<file path="src/rtl/vm2002_pkg.sv">
// Shared types and default sizing for the vending stock arbiter slice.
// Latency: n/a (types, constants and a helper function only).
// Backpressure: n/a.
package vm2002_pkg;

    localparam int NUM_ITEMS_DEF   = 8;
    localparam int COUNT_W_DEF     = 4;
    localparam int COST_W_DEF      = 8;
    localparam int MAX_COUNT_DEF   = 15;
    localparam int ITEM_W          = 3;

    typedef enum logic [ITEM_W-1:0] {
        WATER  = 3'd0,
        SODA   = 3'd1,
        JUICE  = 3'd2,
        CHIPS  = 3'd3,
        CANDY  = 3'd4,
        GUM    = 3'd5,
        BARS   = 3'd6,
        COOKIE = 3'd7      // reserved slot, never stocked
    } item_t;

    typedef enum logic [1:0] {
        NONE         = 2'b00,
        AVAILABLE    = 2'b01,
        OUT_OF_STOCK = 2'b10,
        ERROR        = 2'b11
    } status_t;

    // One-hot state indices and the matching encoding.
    localparam int S_IDLE    = 0;
    localparam int S_EXEC    = 1;
    localparam int S_ACK     = 2;
    localparam int S_RELEASE = 3;

    typedef enum logic [3:0] {
        IDLE    = 4'(1 << S_IDLE),
        EXEC    = 4'(1 << S_EXEC),
        ACK     = 4'(1 << S_ACK),
        RELEASE = 4'(1 << S_RELEASE)
    } arb_state_t;

    typedef enum logic {
        VEND = 1'b0,
        RSTK = 1'b1
    } requester_t;

    function automatic logic item_valid(input logic [ITEM_W-1:0] item);
        return item < ITEM_W'(COOKIE);
    endfunction

endpackage

</file>
<file path="src/rtl/vm2002_stock_table.sv">
// Per-item stock table: count and cost flops, one async read port, one sync write port.
// Latency: read is combinational; writes land on the next clk edge.
// Backpressure: none; the owner sequences all accesses.
// Ports: rd_addr -> rd_count/rd_cost; wr_addr with independent count/cost write enables.
module vm2002_stock_table
    import vm2002_pkg::*;
#(
    parameter int NUM_ITEMS = NUM_ITEMS_DEF,
    parameter int COUNT_W   = COUNT_W_DEF,
    parameter int COST_W    = COST_W_DEF,
    parameter int AW        = $clog2(NUM_ITEMS)
) (
    input  logic               clk,
    input  logic               hrst_n,
    input  logic [AW-1:0]      rd_addr,
    output logic [COUNT_W-1:0] rd_count,
    output logic [COST_W-1:0]  rd_cost,
    input  logic [AW-1:0]      wr_addr,
    input  logic               wr_count_en,
    input  logic [COUNT_W-1:0] wr_count,
    input  logic               wr_cost_en,
    input  logic [COST_W-1:0]  wr_cost
);

    logic [COUNT_W-1:0] count_q [NUM_ITEMS];
    logic [COST_W-1:0]  cost_q  [NUM_ITEMS];

    always_ff @(posedge clk or negedge hrst_n) begin
        if (!hrst_n) begin
            for (int i = 0; i < NUM_ITEMS; i++) begin
                count_q[i] <= '0;
                cost_q[i]  <= '0;
            end
        end else begin
            if (wr_count_en) count_q[wr_addr] <= wr_count;
            if (wr_cost_en)  cost_q[wr_addr]  <= wr_cost;
        end
    end

    assign rd_count = count_q[rd_addr];
    assign rd_cost  = cost_q[rd_addr];

endmodule

</file>
<file path="src/rtl/vm2002_stock_arbiter.sv">
// Single owner of the stock table; serialises vend query/commit and restock as one read-modify-write each.
// Latency: req sampled in IDLE at edge N, ack pulses in the cycle after edge N+1; next grant after req falls.
// Backpressure: req/ack handshake, one op in flight; the loser of a tie waits until the winner drops req.
// Ports: vend_* (query/commit, status/cost/count), rstk_* (add units, optional new cost, err), busy.
// Build option VM_RESTOCK_PRIORITY_EN: restock always wins a tie instead of round-robin.
module vm2002_stock_arbiter
    import vm2002_pkg::*;
#(
    parameter int NUM_ITEMS = NUM_ITEMS_DEF,
    parameter int COUNT_W   = COUNT_W_DEF,
    parameter int COST_W    = COST_W_DEF,
    parameter int MAX_COUNT = MAX_COUNT_DEF
) (
    input  logic               clk,
    input  logic               hrst_n,
    input  logic               vend_req,
    input  logic               vend_op,
    input  logic [2:0]         vend_item,
    output logic               vend_ack,
    output logic [1:0]         vend_status,
    output logic [COST_W-1:0]  vend_cost,
    output logic [COUNT_W-1:0] vend_count,
    input  logic               rstk_req,
    input  logic [2:0]         rstk_item,
    input  logic [COUNT_W-1:0] rstk_count,
    input  logic [COST_W-1:0]  rstk_cost,
    output logic               rstk_ack,
    output logic               rstk_err,
    output logic               busy
);

    localparam int AW = $clog2(NUM_ITEMS);
    localparam logic [COUNT_W:0] MAX_SUM = (COUNT_W+1)'(MAX_COUNT);

    arb_state_t         state;
    requester_t         grant_q;
    requester_t         pick;
    logic               op_q;
    logic [2:0]         item_q;
    logic [COUNT_W-1:0] rcount_q;
    logic [COST_W-1:0]  rcost_q;

    logic [COUNT_W-1:0] rd_count;
    logic [COST_W-1:0]  rd_cost;
    logic               wr_count_en;
    logic               wr_cost_en;
    logic [COUNT_W-1:0] wr_count;
    logic [COUNT_W:0]   sum;
    status_t            nx_status;
    logic [COUNT_W-1:0] nx_vcount;
    logic               nx_err;

`ifndef VM_RESTOCK_PRIORITY_EN
    requester_t         last_winner;
`endif

    // Tie-break between simultaneous requests.
    always_comb begin
`ifdef VM_RESTOCK_PRIORITY_EN
        pick = rstk_req ? RSTK : VEND;
`else
        if (vend_req && rstk_req) pick = (last_winner == VEND) ? RSTK : VEND;
        else                      pick = rstk_req ? RSTK : VEND;
`endif
    end

    // Read-modify-write datapath; enables only fire in EXEC so the table
    // changes exactly once per granted operation.
    always_comb begin
        sum         = {1'b0, rd_count} + {1'b0, rcount_q};
        wr_count_en = 1'b0;
        wr_cost_en  = 1'b0;
        wr_count    = rd_count;
        nx_status   = NONE;
        nx_vcount   = rd_count;
        nx_err      = 1'b0;
        if (grant_q == VEND) begin
            if (!item_valid(item_q)) begin
                nx_status = ERROR;
            end else if (rd_count == '0) begin
                nx_status = OUT_OF_STOCK;
            end else begin
                nx_status = AVAILABLE;
                if (op_q) begin
                    nx_vcount   = rd_count - COUNT_W'(1);
                    wr_count    = nx_vcount;
                    wr_count_en = (state == EXEC);
                end
            end
        end else begin
            if (!item_valid(item_q) || sum > MAX_SUM) begin
                nx_err = 1'b1;
            end else begin
                wr_count    = sum[COUNT_W-1:0];
                wr_count_en = (state == EXEC);
                wr_cost_en  = (state == EXEC) && (rcost_q != '0);
            end
        end
    end

    vm2002_stock_table #(
        .NUM_ITEMS (NUM_ITEMS),
        .COUNT_W   (COUNT_W),
        .COST_W    (COST_W),
        .AW        (AW)
    ) u_table (
        .clk         (clk),
        .hrst_n      (hrst_n),
        .rd_addr     (item_q[AW-1:0]),
        .rd_count    (rd_count),
        .rd_cost     (rd_cost),
        .wr_addr     (item_q[AW-1:0]),
        .wr_count_en (wr_count_en),
        .wr_count    (wr_count),
        .wr_cost_en  (wr_cost_en),
        .wr_cost     (rcost_q)
    );

    always_ff @(posedge clk or negedge hrst_n) begin
        if (!hrst_n) begin
            state       <= IDLE;
            grant_q     <= VEND;
            op_q        <= 1'b0;
            item_q      <= '0;
            rcount_q    <= '0;
            rcost_q     <= '0;
            vend_ack    <= 1'b0;
            vend_status <= NONE;
            vend_cost   <= '0;
            vend_count  <= '0;
            rstk_ack    <= 1'b0;
            rstk_err    <= 1'b0;
`ifndef VM_RESTOCK_PRIORITY_EN
            last_winner <= RSTK;
`endif
        end else begin
            vend_ack <= 1'b0;
            rstk_ack <= 1'b0;
            case (state)
                IDLE: begin
                    if (vend_req || rstk_req) begin
                        grant_q  <= pick;
                        item_q   <= (pick == VEND) ? vend_item : rstk_item;
                        op_q     <= vend_op;
                        rcount_q <= rstk_count;
                        rcost_q  <= rstk_cost;
`ifndef VM_RESTOCK_PRIORITY_EN
                        last_winner <= pick;
`endif
                        state    <= EXEC;
                    end
                end
                EXEC: begin
                    if (grant_q == VEND) begin
                        vend_ack    <= 1'b1;
                        vend_status <= nx_status;
                        vend_cost   <= rd_cost;
                        vend_count  <= nx_vcount;
                    end else begin
                        rstk_ack    <= 1'b1;
                        rstk_err    <= nx_err;
                    end
                    state <= ACK;
                end
                ACK: state <= RELEASE;
                RELEASE: begin
                    // Hold off the other requester until the winner lets go.
                    if ((grant_q == VEND) ? !vend_req : !rstk_req) state <= IDLE;
                end
                default: state <= IDLE;
            endcase
        end
    end

    assign busy = (state != IDLE);

endmodule

</file>
<file path="config.mk">
export PLATFORM = sky130hd
export DESIGN_NAME = vm2002_stock_arbiter
export DESIGN_NICKNAME = d
export VERILOG_FILES = /design/src/rtl/vm2002_pkg.sv /design/src/rtl/vm2002_stock_table.sv /design/src/rtl/vm2002_stock_arbiter.sv
export SDC_FILE = /design/constraint.sdc
export NUM_CORES = 1
export LEC_CHECK = 0
export CAP_MARGIN = 20
export CORE_ASPECT_RATIO = 2
export CORE_UTILIZATION = 59
export CTS_CLUSTER_SIZE = 25
export DETAILED_ROUTE_END_ITERATION = 7
export MAX_ROUTING_LAYER = met4
export PLACE_DENSITY = 0.76
export SETUP_SLACK_MARGIN = 0.1
export SLEW_MARGIN = 20
export SYNTH_ARGS = -nofsm -noshare
export SYNTH_HDL_FRONTEND = slang
export SYNTH_HIERARCHICAL = 1
export SYNTH_SLANG_ARGS = --single-unit
</file>
<file path="constraint.sdc">
create_clock -name clk -period 6.25 [get_ports clk]
set_clock_uncertainty 0.1 [all_clocks]
set_input_delay 1.5625 -clock clk [delete_from_list [all_inputs] [get_ports clk]]
set_output_delay 1.5625 -clock clk [all_outputs]
set_load 0.05 [all_outputs]
</file>
Yosys cells after proc, flatten, opt, wreduce, memory -nomap -nowiden
Index checks and enable logic that the tools add are counted.
- register bits: 135
- input port bits: 23
- output and inout port bits: 18
- logic and storage cells: 97
- $add $sub $neg: 2
- $lt $le $gt $ge: 4
- equal/unequal tests: 7
- muxes and demuxes: 39
- bitwise logic cells: 2
- reduce and logical (&&, ||, !) cells: 14
- operator list (kind ; count):
    bitwise mux 64 bit ; 1
    two-way mux 4 bit ; 10
    bitwise mux 32 bit ; 1
    binary-select mux 8 bit (select 3 bit) ; 1
    demux 8 bit (select 3 bit) ; 1
    two-way mux 8 bit ; 3
    two-way mux 1 bit ; 16
    one-hot mux 4 bit (4 select lines) ; 1
    binary-select mux 4 bit (select 3 bit) ; 1
    demux 4 bit (select 3 bit) ; 1
    AND reduction 2 bit ; 4
    nonzero test 8 bit ; 1
    adder 4 x 4 -> 5 bit ; 1
    greater-than comparator 5 x 4 -> 1 bit, second input constant ; 1
    equality test 4 x 1 -> 1 bit, second input constant ; 1
    equality test 4 x 2 -> 1 bit, second input constant ; 1
    equality test 4 x 3 -> 1 bit, second input constant ; 1
    equality test 4 bit, second input constant ; 1
    greater-or-equal comparator 4 bit, second input constant ; 1
    zero test 4 bit ; 1
    less-than comparator 4 x 1 -> 1 bit, second input constant ; 1
    two-way mux 2 bit ; 2
    inequality test 2 bit, second input constant ; 2
    inequality test 4 x 1 -> 1 bit, second input constant ; 1
    other kinds (8) ; 13

Longest topological paths before layout
- word-level depth: 10
- gate-level depth with buffers: 13

By module
The synthesis kept the hierarchy.
- modules (own cells, without submodules) (module ; times used ; cells each ; area each (sq um)):
    vm2002_stock_table ; 1 ; 258 ; 4610.7
    vm2002_stock_arbiter ; 1 ; 155 ; 1905.6

Worst setup path before layout
Ideal clock, no wire load.
- path kind: register to register
- start point: register item_q[0]
- end point: register u_table/count_q[12] (netlist bit)
- setup time: 125 ps
- data arrival time: 4202 ps
- path slack: 1823 ps
- stages on the path, launching flop included: 13
- clock period less this slack: 4427 ps
- cell sequence: dfrtp_1 > buf_6 > buf_6 > mux4_1 > mux2_2 > ha_1 > fa_1 > a21o_1 > a211o_1 > mux2_4 > nor2b_1 > nor4bb_4 > mux2_2
- elaborated cells between the ends (all ways): 26
- RTL lines (item ; line ; RTL):
    start: declaration ; vm2002_stock_arbiter.sv:39 ; logic [2:0] item_q;
    start signal: assignment ; vm2002_stock_arbiter.sv:143 ; item_q <= (pick == VEND) ? vend_item : rstk_item;
    NOT 3 -> 4 bit (not written as such) (*) ; vm2002_stock_table.sv:40 ; assign rd_count = count_q[rd_addr];
    binary-select mux 4 bit (select 3 bit) (*) ; vm2002_stock_table.sv:40 ;
    two-way mux 4 bit (not written as such) (*) (2 in a row) ; vm2002_stock_table.sv:40 ;
    net rd_count[0] ; vm2002_stock_arbiter.sv:43 ; logic [COUNT_W-1:0] rd_count;
    adder 4 x 4 -> 5 bit ; vm2002_stock_arbiter.sv:70 ; sum = {1'b0, rd_count} + {1'b0, rcount_q};
    greater-than comparator 5 x 4 -> 1 bit ; vm2002_stock_arbiter.sv:91 ; if (!item_valid(item_q) || sum > MAX_SUM) begin
    logical OR 1 bit ; vm2002_stock_arbiter.sv:91 ;
    two-way mux 1 bit ; vm2002_stock_arbiter.sv:91 ;
    two-way mux 1 bit (*) ; vm2002_stock_arbiter.sv:77 ; if (grant_q == VEND) begin
    net wr_count_en ; vm2002_stock_arbiter.sv:45 ; logic wr_count_en;
    end signal: indexed assignment ; vm2002_stock_table.sv:35 ; if (wr_count_en) count_q[wr_addr] <= wr_count;
    end: declaration ; vm2002_stock_table.sv:25 ; logic [COUNT_W-1:0] count_q [NUM_ITEMS];
The timed path passes the listed nets; every way through them passes the cells marked *. The select of a mux whose other input is x is not followed.
A chain may end at the register's enable or synchronous reset.

Final worst setup path
- start point: register item_q[0]
- end point: register u_table/count_q[29] (netlist bit)
Same word-level chain as after synthesis.

==> out/summary.txt <==
Synth Cell Area - 6520 sq um
Max clock buf depth - 2
WP buf/inv - 1
Die ar. - 11500 sq um
Port bufs - 40
DRC Markers - 0
Initial antenna violation count - 0
Worst Path Max Fanout - 27
Clock transition at path regs - 0.05 ns
Cell-internal power - 2.53 mW
Cells after Synth - 413
RD Place Congestion - 0.908
Routed len/inst - 22.5 um
Hold Vio Cnt, Final - 0
# nets final - 493
Chip width - 76.3 um
H-Tree Depth - 4
Post-CTS sizing - 0
Final setup violating endpoints - 0
Hold Crit Class - flop to flop
Crit. End Element - flop
Clock share of power - 0.258
Vias - 3803
CP startpoint - item_q[0]
Die H - 151 um
Hold buffers post-CTS - 0
Sequential power share - 0.386
Avg Vias per Cell - 6.17
Largest net degree at the start of global routing - 56
Worst Tran Pin Value - 1.09 ns
Leakage power - 3.65 nW
TritonCTS clock tree - yes
Switching pwr - 1.39 mW
Startpoint Class - flop
Clock latency at the later pin of the worst-skew pair - 0.42 ns
Fin Setup TNS - 0 ns
Tmin final - 4.80 ns
Tot GR Track Use - 0.277
CP max-delay cell - dfrtp_2
Crit path required time - 6.44 ns
Yosys warns - 6
Detailed Route WL - 13.9 mm
First-pass GRT wire length - 22.5 mm
CP delay by family, top - multiplexers
Slew margin rel. - 0.276
Final Slew Violations - 0
Post-CTS setup buffer count - 0
Grt ovf - 0
Total CTS buffers - 17
Fin crit share - 0.768
Filler cells - 719
Diode count - 0
Mapped Nets - 442
Critical path class - flop to flop
Vias in the first global route - 4185
Core box area - 10800 sq um
Starting Density - 0.603
I/O pin total - 41
Distinct cell type count after synthesis - 50
Register area share after synthesis - 0.519
Worst hold start - u_table/cost_q[52]
Yosys reg bits - 135
VDD IR max - 303 uV
Final Power - 3.92 mW
Avg Cell Area, Syn - 15.8 sq um
Switching power share of the total - 0.354
Outcome - completed
FP Rows - 54
Root buffer cell - clkbuf_16
Worst R2R Start - item_q[0]
Max Cap Viol - 0
Area delta synth->final - 17.0%
Initial DRC count - 178
Antenna Nets Post-Route - 0
Fmax - 0.208 GHz
# clock sinks - 135
Worst path most repeated cell - mux2_2
Logic pwr share - 0.356
Cell Chain, Critical Path - buf_4 > mux4_1 > mux2_2 > ha_1 > a211o_1 > mux2_4 > nor2b_1 > nor4b_2 > mux2_2
RSZ-0062 raised after global routing - false
Max incr delay on CP - 0.67 ns
Detailed Place HPWL - 9.65 mm
Power per cell area - 514 nW/um^2
CP arrival - 4.99 ns
Share of post-route cells with drive strength above 1 - 0.408
Drt pass-1 iters - 4
==> through the flow <==
stage / area, sq um / setup WS, ns / cells / hold WS (ns) / util
detailed placement: 7020 / 1.54 / 585 / 0.387 / 0.649
global route: 7620 / 1.24 / 616 / 0.414 / 0.705
global placement: 7020 / 1.69 / 585 / 0.368 / 0.649
finish: 7620 / 1.45 / 616 / 0.395 / 0.705
floorplan: 6520 / 1.82 / 413 / 0.365 / -
CTS: 7620 / 1.50 / 616 / 0.399 / 0.705
==> synthesized netlist by cell type (all sizes together) <==
cell type  instances  area [sq um]
xor2               1          8.76
and4               1          8.76
a21oi             10          50.1
dfrtp            133          3330
ha                 5          62.6
nor4               2          12.5
or3                1          6.26
nor3               3          15.0
nor2b              2          12.5
mux2i              8          80.1
nor4b              4          86.3
o21a               1          8.76
buf               17           149
or4                1          7.51
and2               1          6.26
nand4b             6          97.6
a211o              1          8.76
o211ai             2          15.0
a21boi             1          7.51
o21ai              2          10.0
dfstp              2          52.6
nand3b             1          7.51
nor4bb             6           105
fa                 1          20.0
nand2              5          18.8
or2                1          6.26
nand4              2          27.5
a31oi              4          25.0
nand3              5          25.0
mux4              24           616
nand2b             1          6.26
or3b               1          8.76
a211oi             3          22.5
and3               2          12.5
inv                6          22.5
nor2              11          41.3
clkbuf             2          7.51
xnor2              1          8.76
a21o               1          7.51
a221oi             1          15.0
mux2             131          1480
==> placed cells by master (no fill, tap or decap), types with 2 or more instances in the layout <==
cell and count:
bufinv_16 3, a21oi_1 10, nor3_1 3, nor4b_4 3, nor4bb_4 3, buf_4 12
nand4b_4 3, ha_1 5, a211oi_1 3, mux4_1 20, mux2_1 2, clkinv_4 2
clkbuf_8 2, nor4bb_1 3, o21ai_0 2, clkinvlp_4 3, nand4b_1 3, nand3_1 5
clkdlybuf4s50_1 39, nor4_1 2, mux2_2 128, dfstp_2 2, dfrtp_1 131, and3_1 2
nand2_1 5, nor2_1 11, o211ai_1 2, nor2b_1 2, a31oi_1 4, inv_1 6
clkbuf_16 17, mux2i_1 8, dfrtp_2 2, mux4_2 4, clkinv_2 2
==> registers in the layout, indices dropped and copies added, names as in the netlist <==
register,flops
rstk_ack,1
u_table/cost_q,64
vend_cost,8
rcount_q,4
item_q,3
op_q,1
rstk_err,1
vend_status,2
vend_ack,1
u_table/count_q,32
vend_count,4
state,4
last_winner,1
grant_q,1
rcost_q,8
==> area by class of cell <==
class	count	area, sq um	share of cell area
flip-flops and latches	135	3380	0.444
multi-input cells	253	2960	0.388
repair buffers	51	480	0.0630
clock buffers	20	457	0.0599
well taps	140	175	0.0230
clock inverters	11	149	0.0195
inverters	6	22.5	0.00295
==> logic make-up (layout without fill, tap and decap cells) <==
kind of cell / count (synthesis) / count (layout) / synth area share
buffers and inverters: 25 / 88 / 0.0275
XOR/XNOR: 2 / 2 / 0.00269
flip-flops: 135 / 135 / 0.519
multiplexers: 163 / 163 / 0.334
AO/OA/AOI/OAI: 26 / 26 / 0.0261
AND/OR/NAND/NOR: 56 / 56 / 0.0785
adder cells (fa/ha/maj): 6 / 6 / 0.0127
==> final timing paths <==
path,endpoint,slack (ns),cells after the start
min,u_table/cost_q[52],0.39,1
max reg2reg,u_table/count_q[29],1.45,9
max,u_table/count_q[29],1.45,9
max in group asynchronous,item_q[2],3.87,2
min reg2reg,u_table/cost_q[52],0.39,1
min in group asynchronous,u_table/cost_q[10],1.09,1
==> power groups by stage <==
stage                     sequential (mW)  clock, mW  combinational, mW
after global routing                 1.56       1.07               1.50
final                                1.51       1.01               1.40
after CTS                            1.51       1.03               1.41
after floorplan                      1.48          0               1.04
after detailed placement             1.52          0               1.40
after global placement               1.50          0               1.35
==> layer usage <==
metal / up-vias / global-route usage / share of wire
met2: 105 / 0.483 / 0.58
met1: 1955 / 0.286 / 0.35
li1: 1698 / - / -
met5: - / - / 0
met4: 0 / 0.161 / 0.043
met3: 45 / 0.0588 / 0.028
No activity file was read; power rests on OpenSTA's default activity.
